## config.mk

```make
export PLATFORM = sky130hd
export DESIGN_NAME = hex_display_mux
export DESIGN_NICKNAME = d
export VERILOG_FILES = /design/src/rtl/hex_display_pkg.sv /design/src/rtl/hex_to_seg.sv /design/src/rtl/hex_display_mux.sv
export SDC_FILE = /design/constraint.sdc
export NUM_CORES = 1
export LEC_CHECK = 0
export ABC_AREA = 1
export CORE_ASPECT_RATIO = 0.75
export CORE_MARGIN = 3
export CORE_UTILIZATION = 49
export DETAILED_ROUTE_END_ITERATION = 8
export MAX_ROUTING_LAYER = met4
export PLACE_DENSITY = 0.82
export SETUP_SLACK_MARGIN = 0.05
export SYNTH_ARGS = -nofsm -noshare
export SYNTH_HDL_FRONTEND = slang
export SYNTH_HIERARCHICAL = 1
export SYNTH_SLANG_ARGS = --single-unit
```

## constraint.sdc

```tcl
create_clock -name clk -period 2.15 [get_ports clk]
set_input_delay 0.215 -clock clk [delete_from_list [all_inputs] [get_ports clk]]
set_output_delay 0.215 -clock clk [all_outputs]
set_load 0.1 [all_outputs]
```

## src/rtl/hex_display_pkg.sv

```systemverilog
// Shared constants for the hex display scanner: segment glyphs, the nibble decoder,
// and the legal parameter ranges.
package hex_display_pkg;

    localparam int MAX_DIGITS       = 8;
    localparam int MIN_REFRESH_DIV  = 2;
    localparam int MIN_BLINK_FRAMES = 1;

    // Segment order is {g,f,e,d,c,b,a}; a 0 bit lights the segment.
    localparam logic [6:0] SEG_BLANK = 7'h7F;
    localparam logic [6:0] SEG_HEX_0 = 7'h40;
    localparam logic [6:0] SEG_HEX_1 = 7'h79;
    localparam logic [6:0] SEG_HEX_2 = 7'h24;
    localparam logic [6:0] SEG_HEX_3 = 7'h30;
    localparam logic [6:0] SEG_HEX_4 = 7'h19;
    localparam logic [6:0] SEG_HEX_5 = 7'h12;
    localparam logic [6:0] SEG_HEX_6 = 7'h02;
    localparam logic [6:0] SEG_HEX_7 = 7'h78;
    localparam logic [6:0] SEG_HEX_8 = 7'h00;
    localparam logic [6:0] SEG_HEX_9 = 7'h10;
    localparam logic [6:0] SEG_HEX_A = 7'h08;
    localparam logic [6:0] SEG_HEX_B = 7'h03;
    localparam logic [6:0] SEG_HEX_C = 7'h46;
    localparam logic [6:0] SEG_HEX_D = 7'h21;
    localparam logic [6:0] SEG_HEX_E = 7'h06;
    localparam logic [6:0] SEG_HEX_F = 7'h0E;

    // Counter widths never drop to zero, so a single-digit or single-frame build still elaborates.
    function automatic int clog2_min1(input int n);
        return (n > 1) ? $clog2(n) : 1;
    endfunction

    function automatic bit params_ok(input int num_digits, input int refresh_div,
                                     input int blank_cycles, input int blink_frames);
        return (num_digits >= 1) && (num_digits <= MAX_DIGITS) &&
               (refresh_div >= MIN_REFRESH_DIV) &&
               (blank_cycles >= 0) && (blank_cycles < refresh_div) &&
               (blink_frames >= MIN_BLINK_FRAMES);
    endfunction

    function automatic logic [6:0] hex_to_seg_f(input logic [3:0] nibble);
        logic [6:0] glyph;
        case (nibble)
            4'h0:    glyph = SEG_HEX_0;
            4'h1:    glyph = SEG_HEX_1;
            4'h2:    glyph = SEG_HEX_2;
            4'h3:    glyph = SEG_HEX_3;
            4'h4:    glyph = SEG_HEX_4;
            4'h5:    glyph = SEG_HEX_5;
            4'h6:    glyph = SEG_HEX_6;
            4'h7:    glyph = SEG_HEX_7;
            4'h8:    glyph = SEG_HEX_8;
            4'h9:    glyph = SEG_HEX_9;
            4'hA:    glyph = SEG_HEX_A;
            4'hB:    glyph = SEG_HEX_B;
            4'hC:    glyph = SEG_HEX_C;
            4'hD:    glyph = SEG_HEX_D;
            4'hE:    glyph = SEG_HEX_E;
            default: glyph = SEG_HEX_F;
        endcase
        return glyph;
    endfunction

endpackage

```

## src/rtl/hex_to_seg.sv

```systemverilog
// Combinational nibble to active-low 7-segment glyph decoder.
module hex_to_seg
    import hex_display_pkg::*;
(
    input  logic [3:0] nibble,
    output logic [6:0] seg
);

    always_comb begin
        seg = hex_to_seg_f(nibble);
    end

endmodule

```

## src/rtl/hex_display_mux.sv

```systemverilog
// Time-multiplexed common-anode 7-segment driver with frame-synchronous value update,
// per-digit enable/blink, leading-zero blanking and an anti-ghosting guard interval.
module hex_display_mux
    import hex_display_pkg::*;
#(
    parameter int NUM_DIGITS   = 8,
    parameter int REFRESH_DIV  = 65536,
    parameter int BLANK_CYCLES = 16,
    parameter int BLINK_FRAMES = 32
) (
    input  logic                    clk,
    input  logic                    rst,
    input  logic [4*NUM_DIGITS-1:0] value,
    input  logic [NUM_DIGITS-1:0]   dp_in,
    input  logic                    load,
    input  logic [NUM_DIGITS-1:0]   digit_en,
    input  logic [NUM_DIGITS-1:0]   blink,
    input  logic                    lz_blank,
    output logic [6:0]              seg,
    output logic [NUM_DIGITS-1:0]   an,
    output logic                    dp,
    output logic                    frame_sync
);

    localparam int PRESC_W = clog2_min1(REFRESH_DIV);
    localparam int IDX_W   = clog2_min1(NUM_DIGITS);
    localparam int BLINK_W = clog2_min1(BLINK_FRAMES);
    localparam int VAL_W   = 4 * NUM_DIGITS;

    if (!params_ok(NUM_DIGITS, REFRESH_DIV, BLANK_CYCLES, BLINK_FRAMES)) begin : g_param_check
        $error("hex_display_mux: illegal NUM_DIGITS/REFRESH_DIV/BLANK_CYCLES/BLINK_FRAMES");
    end

    logic [PRESC_W-1:0]    presc_q, presc_d;
    logic [IDX_W-1:0]      idx_q, idx_d;
    logic [BLINK_W-1:0]    blink_cnt_q, blink_cnt_d;
    logic                  blink_phase_q, blink_phase_d;
    logic [VAL_W-1:0]      stage_val_q, stage_val_d;
    logic [NUM_DIGITS-1:0] stage_dp_q, stage_dp_d;
    logic                  pending_q, pending_d;
    logic [VAL_W-1:0]      shadow_val_q, shadow_val_d;
    logic [NUM_DIGITS-1:0] shadow_dp_q, shadow_dp_d;
    logic [6:0]            seg_q, seg_d;
    logic [NUM_DIGITS-1:0] an_q, an_d;
    logic                  dp_q, dp_d;
    logic                  frame_sync_q, frame_sync_d;

    logic                  slot_end;
    logic                  frame_end;
    logic                  in_guard;
    logic [NUM_DIGITS-1:0] lz_zero;
    logic [NUM_DIGITS-1:0] dark;
    logic [3:0]            cur_nibble;
    logic [6:0]            cur_glyph;

    always_comb begin
        slot_end  = (presc_q == PRESC_W'(REFRESH_DIV - 1));
        frame_end = slot_end && (idx_q == IDX_W'(NUM_DIGITS - 1));
        presc_d   = slot_end ? '0 : presc_q + 1'b1;
        idx_d     = idx_q;
        if (slot_end) begin
            idx_d = frame_end ? '0 : idx_q + 1'b1;
        end
    end

    always_comb begin
        blink_cnt_d   = blink_cnt_q;
        blink_phase_d = blink_phase_q;
        if (frame_end) begin
            if (blink_cnt_q == BLINK_W'(BLINK_FRAMES - 1)) begin
                blink_cnt_d   = '0;
                blink_phase_d = ~blink_phase_q;
            end else begin
                blink_cnt_d = blink_cnt_q + 1'b1;
            end
        end
    end

    // Staging absorbs loads at any time; the shadow only moves at the frame boundary so a
    // scan never mixes digits from two different values. A load on the boundary cycle wins.
    always_comb begin
        stage_val_d  = stage_val_q;
        stage_dp_d   = stage_dp_q;
        pending_d    = pending_q;
        shadow_val_d = shadow_val_q;
        shadow_dp_d  = shadow_dp_q;
        if (load) begin
            stage_val_d = value;
            stage_dp_d  = dp_in;
            pending_d   = 1'b1;
        end
        if (frame_end && (pending_q || load)) begin
            shadow_val_d = load ? value : stage_val_q;
            shadow_dp_d  = load ? dp_in : stage_dp_q;
            pending_d    = 1'b0;
        end
    end

    // lz_zero[i] is set when every shadow nibble from the top digit down to i is zero.
    always_comb begin
        logic run_zero;
        run_zero = 1'b1;
        lz_zero  = '0;
        for (int i = NUM_DIGITS - 1; i >= 0; i--) begin
            run_zero   = run_zero && (shadow_val_q[4*i +: 4] == 4'h0);
            lz_zero[i] = run_zero;
        end
    end

    always_comb begin
        dark = '0;
        for (int i = 0; i < NUM_DIGITS; i++) begin
            dark[i] = !digit_en[i]
                   || (blink[i] && blink_phase_q)
                   || (lz_blank && lz_zero[i] && (i != 0));
        end
    end

    always_comb begin
        cur_nibble = shadow_val_q[4*idx_q +: 4];
    end

    hex_to_seg u_hex_to_seg (
        .nibble (cur_nibble),
        .seg    (cur_glyph)
    );

    // Everything is decided from this cycle's state and lands on the pins one cycle later.
    always_comb begin
        in_guard     = (presc_q < PRESC_W'(BLANK_CYCLES));
        seg_d        = SEG_BLANK;
        an_d         = '1;
        dp_d         = 1'b1;
        frame_sync_d = frame_end;
        if (!in_guard && !dark[idx_q]) begin
            an_d[idx_q] = 1'b0;
            seg_d       = cur_glyph;
            dp_d        = ~shadow_dp_q[idx_q];
        end
    end

    always_ff @(posedge clk) begin
        if (rst) begin
            presc_q       <= '0;
            idx_q         <= '0;
            blink_cnt_q   <= '0;
            blink_phase_q <= 1'b0;
            stage_val_q   <= '0;
            stage_dp_q    <= '0;
            pending_q     <= 1'b0;
            shadow_val_q  <= '0;
            shadow_dp_q   <= '0;
            seg_q         <= SEG_BLANK;
            an_q          <= '1;
            dp_q          <= 1'b1;
            frame_sync_q  <= 1'b0;
        end else begin
            presc_q       <= presc_d;
            idx_q         <= idx_d;
            blink_cnt_q   <= blink_cnt_d;
            blink_phase_q <= blink_phase_d;
            stage_val_q   <= stage_val_d;
            stage_dp_q    <= stage_dp_d;
            pending_q     <= pending_d;
            shadow_val_q  <= shadow_val_d;
            shadow_dp_q   <= shadow_dp_d;
            seg_q         <= seg_d;
            an_q          <= an_d;
            dp_q          <= dp_d;
            frame_sync_q  <= frame_sync_d;
        end
    end

    assign seg        = seg_q;
    assign an         = an_q;
    assign dp         = dp_q;
    assign frame_sync = frame_sync_q;

endmodule

```

==> qor.txt <==
RSZ-0062 raised after global routing: true
CTS tree: yes
via count: 5,292
Worst Skew: 0.0122 ns
io pins: 77
r2r startpoint: idx_q[2]$_SDFFE_PP0P_
H-tree Lvls: 4
Clk Latency, worst-skew pair: 0.41 ns
Mapped Area: 0.00554 sq mm
Tot Pwr: 5.27 mW
critical path launch point: idx_q[2]$_SDFFE_PP0P_
Top Layer Used: met4
Die Span X: 129 um
final core occ: 0.692
Sw Pwr: 1.17 mW
#FFs+latches synth: 123
CP startpoint kind: flop
worst r2r dst: seg[1]$_SDFF_PP1_
drt wl/cell: 15.5 um
R2R depth: 13
Sink Count: 123
share of layout cells above drive strength 1: 0.223
Clk network pwr share: 0.496
Syn Nets: 806
worst rel slew slack: 0.458
end of the worst hold path: blink_cnt_q[4]$_SDFFE_PP0P_
Mapped Cells: 734
DRC: 0
Worst path max stage delay: 0.37 ns
Slew Viols, Final: 0
setup violators final: 0
status: finished clean
MaxCap Viol Count: 0
clk root buf: clkbuf_16
Post-synth EDFFs: 0
post-synth cell types: 38
DIE HEIGHT: 98.1 um
CP Capture Type: flop
R2R Setup Slk: 0.11 ns
Worst EP arrival: 2.31 ns
crit-path cells: nand2_4 -> inv_4 -> nand2_1 -> inv_1 -> o2bb2ai_1 -> a221oi_2 -> nand2_2 -> inv_4 -> ha_1 -> nand3_1 -> nand2_1 -> inv_1 -> nand4_1
HPWL after detailed placement: 10,700 um
maximum clock rate: 491 MHz
Clock transition at path regs: 0.06 ns
Register Area: 0.00247 sq mm
Int Pwr: 4.10 mW
vias in the first global route: 4,887
grt ovf: 0
worst hold start: rst
Crit Path Category: reg2reg
worst hold path type: in2reg
Seq pwr share: 0.446
cts bufs inserted: 17
Comb power frac: 0.057
Clock Path Buffers: 2
Worst-Margin Slew: 0.813 ns
Pleak: 2.94 nW
Hold Crit Depth: 2
initial antenna violation count: 0
Routed met3 length: 1110 um
row count: 32
Worst EP required: 2.42 ns
Initial Utilization: 0.520
sw frac: 0.222
Final Cycle Share: 0.948
area occupied by multi-input gates: 0.00281 sq mm
antenna-violating nets left: 0
Worst VDD drop: 0.619 mV
core area: 0.0107 sq mm
Syn Area/Cell: 7.54 sq um
Fin. Hold Viols: 0
global-route wire length before repair: 24,100 um
largest net degree at the start of global routing: 84
DR vias/cell: 5.34
CP max stage cell: dfxtp_4
die area: 0.0126 sq mm
First-pass DRT Iterations: 5
Syn. warnings: 6
Layout area overhead: 33.1%
Routed WL: 15,400 um
Fill cells: 860
Nets: 915
PortBufs: 76
worst-path fanout max: 6
GPL Wtd Cong: 1.00
Synth Flop Type: dfxtp_1
Pwr Density: 714 mW/mm^2
M1 wire length: 7190 um
sequential area share after synthesis: 0.445
asr flop ratio synth: 0
minimum clock period: 2.04 ns
gr usage total: 0.244
met2 wire len: 6870 um
Initial DRC Count: 495
ANT cells: 0
==> cell type report <==
class,instances,share of cell area
well taps,136,0.0231
inverters,61,0.0331
multi-input cells,513,0.382
repair buffers,127,0.153
clock buffers,19,0.0601
flip-flops and latches,123,0.336
clock inverters,12,0.0136
==> power groups by stage <==
stage               registers [mW]  logic [mW]  clock network [mW]
floorplan                     2.40       0.148                   0
global placement              2.40       0.289                   0
detailed placement            2.40       0.299                   0
CTS                           2.35       0.301                2.64
global route                  2.35       0.339                2.75
finish                        2.35       0.302                2.61
==> registers in the layout (all words and copies together) (netlist names) <==
name,cells
stage_dp_q,8
shadow_val_q,32
pending_q,1
idx_q,3
stage_val_q,32
blink_cnt_q,5
an,8
frame_sync,1
shadow_dp_q,8
blink_phase_q,1
dp,1
presc_q,16
seg,7
==> what timing repair did <==
item,CTS,global route
setup endpoints to repair,7,14
cloned,0,2
pin swaps,2,14
buffers inserted,1,13
gates resized for setup,17,39
hold buffers,0,0
==> worst max-delay path by stage <==
stage	to	depth (start not counted)	slack, ns
after floorplan	seg[1]$_SDFF_PP1_	12	0.06
after global placement	seg[1]$_SDFF_PP1_	11	-0.02
after CTS	seg[1]$_SDFF_PP1_	13	0.05
after detailed placement	seg[1]$_SDFF_PP1_	11	-0.04
after global routing	seg[1]$_SDFF_PP1_	14	0.00004
final	seg[1]$_SDFF_PP1_	13	0.11
==> per-stage QoR <==
| stage | hold WS [ns] | TNS (ns) | instances | instance area (sq um) | worst slack, ns |
|---|---|---|---|---|---|
| 2_1_floorplan | 0.418 | 0 | 734 | 5540 | 0.0609 |
| 5_1_grt | 0.136 | 0 | 991 | 7370 | 0.0000371 |
| 3_5_place_dp | 0.448 | -0.0933 | 944 | 6530 | -0.0437 |
| 6_report | 0.121 | 0 | 991 | 7370 | 0.112 |
| 3_3_place_gp | 0.430 | -0.0171 | 944 | 6530 | -0.0171 |
| 4_1_cts | 0.108 | 0 | 976 | 7120 | 0.0459 |
==> cells in the final DEF, fill, tap and decap left out, types with 3 or more instances in the layout <==
master	count
ha_1	7
dfxtp_1	120
nor3b_1	3
a21oi_1	67
clkbuf_16	17
nor3_1	7
nand3_2	6
inv_1	49
o21ai_2	3
nand4_1	24
nand2_1	120
o21ai_0	43
ha_2	3
or2_2	43
dfxtp_4	3
nand2_4	3
nor2_1	75
or2_0	40
clkinv_2	6
clkinvlp_4	3
a221oi_2	4
o22ai_1	4
inv_4	4
clkdlybuf4s50_1	58
inv_2	7
nand2_2	4
buf_4	63
nand3_1	29
==> worst max-delay path, delay by kind of cell (launching register included) <==
family,cells,cell delay (ns)
AOI/OAI and AO/OA,2,0.39
adders and majority gates,1,0.25
buffers and inverters,4,0.27
DFF,1,0.37
and+or+nand+nor,6,0.62
==> logic make-up (layout without fill, tap and decap cells) <==
logic type / count (synthesis) / count (layout) / synth area share
simple gates: 362 / 363 / 0.315
flops: 123 / 123 / 0.445
fa+ha+maj: 12 / 12 / 0.0271
compound gates: 134 / 134 / 0.132
xor+xnor: 4 / 4 / 0.00633
buf+inv: 99 / 219 / 0.0755
==> per-layer routing <==
layer,GRT usage,up-vias
li1,-,2623
met2,0.366,209
met5,-,-
met1,0.333,2441
met3,0.0585,19
met4,0.0605,0
==> cells in the mapped netlist, types with 3 or more instances <==
master,number,area [sq um]
clkbuf_1,28,105
buf_6,5,56.3
or2_0,40,250
dfxtp_1,123,2460
a21oi_1,67,335
ha_1,12,150
nor2_1,76,285
o22ai_1,4,25.0
inv_1,59,221
o21ai_0,44,220
o21ai_1,3,15.0
nor3_1,7,35.0
nand2_1,126,473
or2_2,43,269
buf_2,4,20.0
a221oi_1,4,35.0
a22oi_1,3,22.5
nor3b_1,3,22.5
nand3_1,33,165
nand4_1,24,150
Note: power is estimated with default switching activity, not from simulation.
